**src/rtl/test_sequencer_watchdog.sv**
```systemverilog
// seq_watchdog
//   Loadable, saturating down-counter used to bound how long the sequencer
//   waits in a state.  Loading sets the budget; each enabled cycle consumes
//   one unit; the count stops at zero and never wraps.
//   `expired` is high during the enabled cycle that uses the last unit of
//   budget, so a limit of L allows exactly L enabled cycles, the first one
//   included.
// Ports:
//   clk, reset   clock, synchronous active-low reset
//   clr          force the count to zero (highest priority)
//   load         load `limit` as the remaining budget
//   en           consume one cycle of budget
//   limit        budget value loaded by `load`
//   expired      last allowed cycle is the current one (only while en)
module seq_watchdog #(
    parameter int W = 8
) (
    input  logic         clk,
    input  logic         reset,
    input  logic         clr,
    input  logic         load,
    input  logic         en,
    input  logic [W-1:0] limit,
    output logic         expired
);

    logic [W-1:0] remaining;

    always_ff @(posedge clk) begin
        if (!reset) begin
            remaining <= '0;
        end else if (clr) begin
            remaining <= '0;
        end else if (load) begin
            remaining <= limit;
        end else if (en && (remaining != '0)) begin
            remaining <= remaining - W'(1);
        end
    end

    // A zero budget counts as already spent.
    assign expired = en && (remaining <= W'(1));

endmodule

```
**config.mk**
```make
export PLATFORM = sky130hd
export DESIGN_NAME = seq_watchdog
export DESIGN_NICKNAME = d
export VERILOG_FILES = /design/src/rtl/test_sequencer_watchdog.sv
export SDC_FILE = /design/constraint.sdc
export NUM_CORES = 1
export LEC_CHECK = 0
export CAP_MARGIN = 20
export CORE_AREA = 2 2 39 41
export DETAILED_ROUTE_END_ITERATION = 6
export DIE_AREA = 0 0 41 43
export GPL_TIMING_DRIVEN = 0
export PLACE_DENSITY = 0.68
export SKIP_LAST_GASP = 1
export SLEW_MARGIN = 10
export SYNTH_ARGS = -nofsm -noshare
export SYNTH_HDL_FRONTEND = slang
export SYNTH_SLANG_ARGS = --single-unit
```
**constraint.sdc**
```tcl
create_clock -name clk -period 1.8 [get_ports clk]
set_input_delay 0.36 -clock clk [delete_from_list [all_inputs] [get_ports clk]]
set_output_delay 0.36 -clock clk [all_outputs]
set_load 0.02 [all_outputs]
```
==> impl_metrics.env, run 1 <==
export IMPL_drive_gt1_frac=0.188
export IMPL_fin_hold_ws_ps=523
export IMPL_leakagePower_nw=0.270
export IMPL_grtUsageTotal=0.154
export IMPL_reg2reg_to="remaining[1]$_SDFFE_PP0P_"
export IMPL_holdPathEnd="remaining[5]$_SDFFE_PP0P_"
export IMPL_cts_sinks=8
export IMPL_p_switching_uw=141
export IMPL_hold_violations=0
export IMPL_diodes=0
export IMPL_vias=518
export IMPL_p_per_area_mw_per_mm2=669
export IMPL_combPwrFrac=0.306
export IMPL_placed_cell_area_um2=684
export IMPL_die_area_mm2=0.00176
export IMPL_hpwlAfterDp_um=821
export IMPL_nets=98
export IMPL_cp_arrival_ps=1390
export IMPL_cts_buffers=3
export IMPL_design_area_um2=726
export IMPL_drv_cap=0
export IMPL_synth_async_reset_ratio=0
export IMPL_synth_nets=78
export IMPL_yosys_top_cells_count="9 x nor2_1, 8 x dfxtp_1, 7 x a211oi_1, 4 x xnor2_1"
export IMPL_yosys_most_used_dff="dfxtp_1"
export IMPL_vias_per_cell=5.40
export IMPL_h_tree_depth=1
export IMPL_criticalPathCategory="register to output pin"
export IMPL_synth_distinct_cells=26
export IMPL_grt_first_pass_wirelength_um=1860
export IMPL_reg2reg_from="remaining[0]$_SDFFE_PP0P_"
export IMPL_clock_latency_ps=260
export IMPL_yosysMostFrequentCell="nor2_1"
export IMPL_hold_path_depth=2
export IMPL_timing_final_crit_share=0.974
export IMPL_drtAntennaViolNets=0
export IMPL_crit_path_max_fanout=5
export IMPL_die_y_um=43
export IMPL_grt_ovfl_total=0
export IMPL_antenna_found_initial=0
export IMPL_internal_power_uw=344
export IMPL_portBuffers=13
export IMPL_final_max_slew_viol_count=0
export IMPL_gp_congestion=0.808
export IMPL_slew_headroom=0.660
export IMPL_pin_count=14
export IMPL_syn_area_per_cell_um2=8.62
export IMPL_cts_tree="built"
export IMPL_top_register="remaining"
export IMPL_setup_worst_path_start_class="register"
export IMPL_final_cell_count_no_fill=96
export IMPL_synth_area_leaders="dfxtp_1 30%, a211oi_1 9.8%, ha_1 7.0%"
export IMPL_die_x_um=41
export IMPL_start_util=0.386
export IMPL_power_share_switching=0.290
export IMPL_synth_area_leader_cell="dfxtp_1"
export IMPL_grt_max_degree=11
export IMPL_area_delta_synth_final_pct=35.8
export IMPL_ys_warn_count=0
export IMPL_root_buffer="clkbuf_4"
export IMPL_coreArea_mm2=0.00138
export IMPL_path_clk_slew_ps=60
export IMPL_synthesis_area_um2=534
export IMPL_largest_reg_flops=8
export IMPL_cp_end_kind="output pin"
export IMPL_irDropWorstVdd_v=0.000360
export IMPL_rsz0062_at_grt="true"
export IMPL_first_global_vias=471
export IMPL_worstMarginPinSlew_ps=506
export IMPL_postSynthCellCount=62
export IMPL_crit_required_ps=1440
export IMPL_setup_viol=0
export IMPL_dp_cells=91
export IMPL_reg2reg_slack_ps=90
export IMPL_finish_utilization=0.524
export IMPL_drt_pass1_iter_count=6
export IMPL_ys_seq_area_frac=0.300
export IMPL_largestRegisters="remaining (8)"
export IMPL_cts_hold_buf=0
export IMPL_synth_seq_cells=8
export IMPL_synth_edf_count=0
export IMPL_fin_crit_ps=1750
export IMPL_synth_top_area_share=0.300
export IMPL_status="finished clean"
export IMPL_fmax_mhz=570
export IMPL_clockBufferDepth=2
export IMPL_hold_start="remaining[5]$_SDFFE_PP0P_"
export IMPL_power_frac_clock=0.282
export IMPL_drc_errors=0
export IMPL_hold_path_class="register to register"
export IMPL_pwr_share_seq=0.411
export IMPL_drt_iter0_drc=4
export IMPL_reg2reg_depth=6
export IMPL_drt_wl_total_um=1090
export IMPL_finalSetupTns_ps=0
export IMPL_fin_skew_ps=12.1
export IMPL_wl_per_cell_um=11.4
export IMPL_rows=14
cell usage in the layout (no fill, tap or decap), types with 2 or more instances in the layout:
| master | n |
|---|---|
| clkdlybuf4s50_1 | 11 |
| nor2_1 | 9 |
| a211oi_1 | 7 |
| dfxtp_1 | 7 |
| xnor2_1 | 4 |
| inv_1 | 3 |
| nor3_1 | 3 |
| clkbuf_4 | 3 |
| nor2b_1 | 2 |
| clkbuf_1 | 2 |
| mux2i_1 | 2 |
| nand2_1 | 2 |
| ha_1 | 2 |
| buf_4 | 2 |
what timing repair did:
action	CTS	global route
resized for setup	6	4
buffers inserted	0	2
endpoints found under the setup margin	1	3
pin swaps	0	1
how the worst max path moves through the flow:
| stage | startpoint | end |
|---|---|---|
| after floorplan | remaining[3]$_SDFFE_PP0P_ | expired |
| after global placement | en | expired |
| after detailed placement | en | expired |
| after CTS | remaining[5]$_SDFFE_PP0P_ | expired |
| after global routing | remaining[3]$_SDFFE_PP0P_ | expired |
| final | remaining[3]$_SDFFE_PP0P_ | expired |
power by group through the flow:
stage          clock network [mW]  logic (mW)  registers (mW)
6_report                    0.137       0.149           0.200
2_1_floorplan                   0      0.0951           0.199
5_1_grt                     0.148       0.165           0.201
3_3_place_gp                    0       0.140           0.202
3_5_place_dp                    0       0.140           0.202
4_1_cts                     0.144       0.138           0.199
critical path: stages, from the launching register on:
cell	delay (ps)
dfxtp_2	340
or3_4	420
nor4_2	200
buf_2	190
metrics by stage:
stage	setup slack [ps]	power, mW
floorplan	16.4	0.294
global placement	-501	0.342
detailed placement	-508	0.343
CTS	3.90	0.481
global route	-5.90	0.514
finish	46.6	0.485
layout make-up:
cell class | instances | area, um^2
buffer | 2 | 7.51
clock buffer | 3 | 22.5
fill | 144 | 658
inverter | 3 | 11.3
multi-input combinational | 49 | 364
sequential | 8 | 161
tap | 16 | 20.0
timing repair buffer | 15 | 139
metal layers:
layer  part of all wire  GRT usage
met1               0.44      0.179
met2               0.48      0.241
met3              0.055     0.0471
met4              0.027     0.0800
met5                  0          0
kinds of logic (layout without fill, tap and decap cells):
| family | count (synthesis) | after routing | share of synthesized area |
|---|---|---|---|
| buf+inv | 5 | 23 | 0.0351 |
| mux | 2 | 2 | 0.0375 |
| simple gates | 24 | 24 | 0.262 |
| xor+xnor | 4 | 4 | 0.0656 |
| fa+ha+maj | 3 | 3 | 0.0703 |
| flops | 8 | 8 | 0.300 |
| compound gates | 16 | 16 | 0.230 |
Power figures use the tool's default switching activity.
==> inputs of run 2 (changes only) <==
- CTS_CLUSTER_SIZE: unset -> 16
==> results of run 2 <==
No change in the layout: final DEF, timing and power equal those of run 1.
